**src/rtl/multicycle_ctrl.sv**
```systemverilog
// multicycle_ctrl
//   Multi-cycle sequencer for the RV32I core. Each instruction is stepped
//   through FETCH/DECODE/EXEC/MEM/WB. The controller drives the datapath mux
//   selects, the write strobes and alu_op (which feeds alu_control). It also
//   handshakes with the single shared instruction/data memory port.
//   The controller halts in TRAP on an illegal opcode or a memory timeout.
//
// Ports
//   clk, rst        rising-edge clock, synchronous active-high reset
//   opcode[6:0]     instr[6:0] from IR, valid from DECODE onward
//   branch_taken    comparator result, used in EXEC for BRANCH
//   mem_ready       memory completes the current request this cycle
//   mem_req/mem_we  memory request / store strobe
//   mem_addr_sel    0=PC, 1=ALU result
//   ir_we, pc_we    IR load, PC update
//   pc_sel[1:0]     00=PC+4, 01=PC+imm, 10=ALU&~1
//   reg_we          regfile write
//   wb_sel[1:0]     00=ALU, 01=mem, 10=PC+4, 11=imm
//   alu_op[1:0]     00=ADD, 01=SUB/cmp, 10=R-type, 11=I-type
//   alu_src_a/b     0=rs1/rs2, 1=PC/imm
//   halted, bus_err in TRAP / TRAP caused by timeout (sticky)
//   instret[31:0]   retired instruction count
//
// state  | meaning
// FETCH  | read instruction at PC, wait for mem_ready
// DECODE | latch instruction class, reject illegal opcodes
// EXEC   | ALU operation; BRANCH retires here
// MEM    | load/store data access; STORE retires here
// WB     | register writeback and PC update, retire
// TRAP   | halted until reset
module multicycle_ctrl #(
  parameter int unsigned TIMEOUT_CYCLES = 255
) (
  input  logic        clk,
  input  logic        rst,
  input  logic [6:0]  opcode,
  input  logic        branch_taken,
  input  logic        mem_ready,
  output logic        mem_req,
  output logic        mem_we,
  output logic        mem_addr_sel,
  output logic        ir_we,
  output logic        pc_we,
  output logic [1:0]  pc_sel,
  output logic        reg_we,
  output logic [1:0]  wb_sel,
  output logic [1:0]  alu_op,
  output logic        alu_src_a,
  output logic        alu_src_b,
  output logic        halted,
  output logic        bus_err,
  output logic [31:0] instret
);

  localparam int CW = (TIMEOUT_CYCLES > 1) ? $clog2(TIMEOUT_CYCLES) : 1;
  localparam logic [CW-1:0] CNT_LOAD = CW'(TIMEOUT_CYCLES - 1);

  typedef enum logic [2:0] {
    S_FETCH, S_DECODE, S_EXEC, S_MEM, S_WB, S_TRAP
  } state_t;

  typedef enum logic [3:0] {
    C_NONE, C_LUI, C_AUIPC, C_JAL, C_JALR, C_BRANCH,
    C_LOAD, C_STORE, C_OPIMM, C_OP
  } cls_t;

  state_t        state, state_n;
  cls_t          cls, dec_cls;
  logic [CW-1:0] cnt;
  logic          bus_err_q;
  logic [31:0]   instret_q;
  logic          retire, set_bus_err, timeout_hit;
  logic [1:0]    alu_op_c;
  logic          src_a_c, src_b_c;

  always_comb begin
    dec_cls = C_NONE;
    case (opcode)
      7'b0110111: dec_cls = C_LUI;
      7'b0010111: dec_cls = C_AUIPC;
      7'b1101111: dec_cls = C_JAL;
      7'b1100111: dec_cls = C_JALR;
      7'b1100011: dec_cls = C_BRANCH;
      7'b0000011: dec_cls = C_LOAD;
      7'b0100011: dec_cls = C_STORE;
      7'b0010011: dec_cls = C_OPIMM;
      7'b0110011: dec_cls = C_OP;
      default:    dec_cls = C_NONE;
    endcase
  end

  // ALU control derived from the latched class; held through MEM and WB.
  always_comb begin
    alu_op_c = 2'b00;
    src_a_c  = 1'b0;
    src_b_c  = 1'b0;
    case (cls)
      C_OP:     alu_op_c = 2'b10;
      C_OPIMM:  begin alu_op_c = 2'b11; src_b_c = 1'b1; end
      C_LOAD,
      C_STORE,
      C_JALR:   src_b_c = 1'b1;
      C_AUIPC:  begin src_a_c = 1'b1; src_b_c = 1'b1; end
      C_BRANCH: alu_op_c = 2'b01;
      default:  ;
    endcase
  end

  // cnt holds the remaining wait budget; zero means this is the last
  // allowed cycle without mem_ready.
  assign timeout_hit = (cnt == '0);

  always_comb begin
    state_n      = state;
    retire       = 1'b0;
    set_bus_err  = 1'b0;
    mem_req      = 1'b0;
    mem_we       = 1'b0;
    mem_addr_sel = 1'b0;
    ir_we        = 1'b0;
    pc_we        = 1'b0;
    pc_sel       = 2'b00;
    reg_we       = 1'b0;
    wb_sel       = 2'b00;
    alu_op       = 2'b00;
    alu_src_a    = 1'b0;
    alu_src_b    = 1'b0;
    halted       = 1'b0;
    case (state)
      S_FETCH: begin
        mem_req = 1'b1;
        if (mem_ready) begin
          ir_we   = 1'b1;
          state_n = S_DECODE;
        end else if (timeout_hit) begin
          set_bus_err = 1'b1;
          state_n     = S_TRAP;
        end
      end
      S_DECODE: begin
        state_n = (dec_cls == C_NONE) ? S_TRAP : S_EXEC;
      end
      S_EXEC: begin
        alu_op    = alu_op_c;
        alu_src_a = src_a_c;
        alu_src_b = src_b_c;
        case (cls)
          C_BRANCH: begin
            pc_we   = 1'b1;
            pc_sel  = branch_taken ? 2'b01 : 2'b00;
            retire  = 1'b1;
            state_n = S_FETCH;
          end
          C_LOAD, C_STORE: state_n = S_MEM;
          default:         state_n = S_WB;
        endcase
      end
      S_MEM: begin
        mem_req      = 1'b1;
        mem_addr_sel = 1'b1;
        mem_we       = (cls == C_STORE);
        alu_op       = alu_op_c;
        alu_src_a    = src_a_c;
        alu_src_b    = src_b_c;
        if (mem_ready) begin
          if (cls == C_STORE) begin
            pc_we   = 1'b1;
            retire  = 1'b1;
            state_n = S_FETCH;
          end else begin
            state_n = S_WB;
          end
        end else if (timeout_hit) begin
          set_bus_err = 1'b1;
          state_n     = S_TRAP;
        end
      end
      S_WB: begin
        reg_we    = 1'b1;
        pc_we     = 1'b1;
        retire    = 1'b1;
        alu_op    = alu_op_c;
        alu_src_a = src_a_c;
        alu_src_b = src_b_c;
        case (cls)
          C_LOAD:  wb_sel = 2'b01;
          C_JAL:   begin wb_sel = 2'b10; pc_sel = 2'b01; end
          C_JALR:  begin wb_sel = 2'b10; pc_sel = 2'b10; end
          C_LUI:   wb_sel = 2'b11;
          default: ;
        endcase
        state_n = S_FETCH;
      end
      S_TRAP: begin
        halted = 1'b1;
      end
      default: state_n = S_TRAP;
    endcase

    // Reset overrides every strobe and select, even mid-transaction.
    if (rst) begin
      mem_req      = 1'b0;
      mem_we       = 1'b0;
      mem_addr_sel = 1'b0;
      ir_we        = 1'b0;
      pc_we        = 1'b0;
      pc_sel       = 2'b00;
      reg_we       = 1'b0;
      wb_sel       = 2'b00;
      alu_op       = 2'b00;
      alu_src_a    = 1'b0;
      alu_src_b    = 1'b0;
      halted       = 1'b0;
      retire       = 1'b0;
      set_bus_err  = 1'b0;
    end
  end

  always_ff @(posedge clk) begin
    if (rst) begin
      state     <= S_FETCH;
      cls       <= C_NONE;
      cnt       <= CNT_LOAD;
      bus_err_q <= 1'b0;
      instret_q <= '0;
    end else begin
      state <= state_n;
      if (state == S_DECODE)
        cls <= dec_cls;
      if ((state_n == S_FETCH || state_n == S_MEM) && state_n != state)
        cnt <= CNT_LOAD;
      else if ((state == S_FETCH || state == S_MEM) && !mem_ready && !timeout_hit)
        cnt <= cnt - 1'b1;
      if (set_bus_err)
        bus_err_q <= 1'b1;
      if (retire)
        instret_q <= instret_q + 32'd1;
    end
  end

  assign bus_err = bus_err_q;
  assign instret = instret_q;

endmodule
```
**config.mk**
```make
export PLATFORM = sky130hd
export DESIGN_NAME = multicycle_ctrl
export DESIGN_NICKNAME = d
export VERILOG_FILES = /design/src/rtl/multicycle_ctrl.sv
export SDC_FILE = /design/constraint.sdc
export NUM_CORES = 1
export LEC_CHECK = 0
export ABC_AREA = 1
export CAP_MARGIN = 40
export CORE_UTILIZATION = 57
export DETAILED_ROUTE_END_ITERATION = 7
export HOLD_SLACK_MARGIN = 0.06
export PLACE_DENSITY = 0.9
export SLEW_MARGIN = 20
export SYNTH_ARGS = -nofsm -noshare
export SYNTH_HDL_FRONTEND = slang
export SYNTH_SLANG_ARGS = --single-unit
```
**constraint.sdc**
```tcl
create_clock -name clk -period 3.2 [get_ports clk]
set_input_delay 0.48 -clock clk [delete_from_list [all_inputs] [get_ports clk]]
set_output_delay 0.48 -clock clk [all_outputs]
set_load 0.05 [all_outputs]
```
---- After elaboration in Yosys (flattened, before gate mapping) ----
Cells that the tools add are included.
W data, S select, Z words.
cells by class
  eq/ne operators ......................... 25
  add/sub/neg operators ................... 2
  mux-type cells .......................... 47
  reductions and logical operators ........ 17
operator list
  cell                     number
  $pmux W4 S9              1
  $add A32 B1 Y32 const B  1
  $mux W1                  29
  $eq A7 B6 Y1 const B     3
  $eq A7 B7 Y1 const B     3
  $pmux W3 S6              1
  $eq A4 B3 Y1 const B     4
  $mux W3                  5
  $eq A7 B5 Y1 const B     2
  $pmux W2 S3              2
  $mux W2                  5
  $eq A3 B2 Y1 const B     3
  $eq A4 B2 Y1 const B     2
  $eq A4 B4 Y1 const B     2
  $logic_not A8 Y1         1
  $pmux W2 S2              2
  $reduce_or A2 Y1         4
  $sub A8 B1 Y8 const B    1
  $eq A7 B2 Y1 const B     1
  $eq A3 B3 Y1 const B     2
  $logic_not A3 Y1         2
  $pmux W3 S2              1
  $reduce_or A5 Y1         1
  $eq A4 B1 Y1 const B     1
  8 further kinds          12
word-level totals
  word-level logic and storage cells ...... 96
  input bits .............................. 11
  output and inout port bits .............. 48
  bits in registers ....................... 48

---- Depth between registers and ports, before layout ----
  depth in word-level cells ............... 9
  depth in mapped cells ................... 14
  mapped depth without buffers ............ 14

---- Least setup slack after synthesis ----
No wires, ideal clock.
  path type ............................... input-to-output
  start point ............................. input port rst
  end point ............................... output port wb_sel[0]
  path buffers ............................ 1
  setup slack ............................. 0.018 ns
  data arrival time ....................... 2.702 ns
  cell stages on the path ................. 4
  data required time ...................... 2.720 ns
  cell sequence ........................... clkbuf_1 -> nor2_1 -> inv_1 -> a221oi_1
between the ends
  word-level cells in the longest chain between the ends .. 1
ends and longest elaborated chain
  element      RTL line  RTL
  from (decl)  35        input logic rst,
  $mux W2      201       if (rst) begin
  to (decl)    46        output logic [1:0] wb_sel,
Every way passes these cells.

---- Worst setup path in the final report ----
Ends and elaborated chain as after synthesis.

==> flow_summary.ini <==
[layout]
num_antenna_cells = 0
final_area_um2 = 3855
final_cell_mix = nand2_1 (129), nor2_1 (68), dfxtp_1 (48)
fin_util = 0.7453
seq_area_um2 = 960.9
drive_gt1_frac = 0.09963
stdcell_count = 612
syn_to_final_growth_pct = 24.48
multi_input_area_um2 = 1864
mostFrequentLayoutCell = nand2_1
finalNetCount = 555
fillCellCount = 439

[cts]
cts_made_buffers = 5
clk_pin_slew_ns = 0.10
cts_resized = 0
postCtsSetupBuffers = 0
clk_latency_ns = 0.30
cts_sinks = 48
htreeDepth = 2
cts_tree = yes
cts.path.max_buffers = 2
cts-hold-fix-buffers = 0
cts_root_buf = clkbuf_8

[critical_path]
crit_fanout = 32
path_class = input pin to primary output
crit_path_start_kind = input pin
crit_required_ns = 2.72
end_kind = primary output
worstPathArrival_ns = 2.01

[hold_path]
hold_path.class = flop to flop

[power]
power.internal_mw = 1.044
peakVddDrop_mv = 0.3413
p_leak_nw = 1.491
comb_power_share = 0.318
p_sw_frac = 0.3788
switchingPower_mw = 0.6368
power_frac_seq = 0.414
p_clk_frac = 0.268
power.density_nw_per_um2 = 436.1

[global_routing]
met3_usage = 0.04894
grt_remaining_overflow = 0
grt-busiest-layer = met2
grt_pass1_vias = 2971
gr-usage-met1 = 0.3430
antenna_found_initial = 0
grt_pass1_wl_um = 12720
grtUsageMet2 = 0.5030
track_usage = 0.2850
grt_max_degree = 33

[place]
port_buffers = 58
hpwl_um = 6004
place_ws_ns = 0.7099
dp.cells = 604
gp_congestion = 0.8976
dpl_cell_area_um2 = 3740

[timing]
finalCritPeriodShare = 0.7783
slew_headroom = 0.6426
tns_ns = 0
clock.fmax_mhz = 401.5
rsz0062_at_grt = no
setup_viol = 0
timing.final.crit_period_ns = 2.490
skew_ns = 0.01375
report.final.slew_viol_count = 0
fin_ws_ns = 0.7096
tightest_slew_ns = 0.5344
hold_viol = 0

[floorplanning]
rows = 26
die-area_um2 = 5731
die_w_um = 75.71
die_height_um = 75.71
num_io_pins = 59
start_util = 0.5987
core_um2 = 5172

[detailed_routing]
via_count = 3340
wl_um = 7883
dr.pass1.iters = 5
drcViolationCount = 0
ant_nets = 0
drtIter0Drc = 254
wire_per_inst_um = 12.88
via_per_inst = 5.458

[logic_synthesis]
synth_area_um2 = 3097
yosysTopAreaCellShare = 0.3103
synth_area_per_cell_um2 = 6.411
synth.distinct_cells = 36
yosys-top-cells-area = dfxtp_1 (31%), nand2_1 (16%), nor2_1 (8.2%), a21oi_1 (6.1%), inv_1 (5.5%)
yosysWarnings = 0
ys_seq_area_frac = 0.3103
synth_cells = 483
synth_nets = 497
ys_ff_latch = 48
synth_top_cell_by_area = dfxtp_1

[status]
outcome = finished clean

[flow_run]
max_cap_violations = 0
-- logic make-up after synthesis --
logic type / share of synthesized area
xor gates and xnor gates: 0.07636
adders and majority gates: 0.01212
AOI/OAI and AO/OA: 0.1014
and+or+nand+nor: 0.4121
buffers and inverters: 0.08767
DFF: 0.3103
-- layer usage --
metal / up-vias / routed length, um
li1: 1668 / -
met1: 1505 / 3402
met3: 23 / 456
met2: 144 / 3842
met5: - / 0
met4: 0 / 181
-- critical path, cell delays in order --
cell and delay [ns]:
clkdlybuf4s50_1 0.42, buf_4 0.25, nor2_1 0.19, inv_1 0.08, a221oi_1 0.38, buf_12 0.20
-- synthesized netlist by cell type (all sizes together) --
master  instances
xnor2          12
nand2         134
and3            1
o21ai          16
clkbuf          5
a21oi          39
ha              3
nand3b          4
nand3          30
buf             5
nor3b           2
dfxtp          48
or4             1
o21bai          1
nor3           22
inv            53
xor2           15
clkinv          2
a31oi           3
a221oi          1
nor2           73
nand4          13
-- stage by stage --
stage	hold WS, ns	total power [mW]
2_1_floorplan	0.4982	1.110
3_3_place_gp	0.4459	1.220
3_5_place_dp	0.4448	1.239
4_1_cts	0.4644	1.683
5_1_grt	0.4964	1.771
6_report	0.4597	1.681
-- registers in the layout, summed over array words and instances (netlist names) --
| register | flops |
|---|---|
| state | 3 |
| cnt | 8 |
| cls | 4 |
| instret | 32 |
| bus_err | 1 |
-- final timing paths --
path	start	end	slack, ns	cells after the start
worst max-delay path	rst	wb_sel[0]	0.71	6
worst min-delay path	bus_err	bus_err	0.46	2
worst max register to register	cnt[0]	cnt[0]	1.42	11
worst min register to register	bus_err	bus_err	0.46	2
-- power groups by stage --
stage               clock network, mW  logic [mW]  registers [mW]
floorplan                           0       0.399           0.711
finish                          0.450       0.535           0.696
CTS                             0.455       0.532           0.696
detailed placement                  0       0.530           0.709
global placement                    0       0.511           0.709
global route                    0.480       0.588           0.703
-- layout make-up --
cell class                 count  share of cell area
clock buffer                   5             0.01785
clock inverter                 3             0.01201
inverter                      55             0.05485
multi-input combinational    370              0.4836
sequential                    48              0.2493
tap                           70             0.02272
timing repair buffer          61              0.1597
Note: power is estimated with default switching activity, not from simulation.
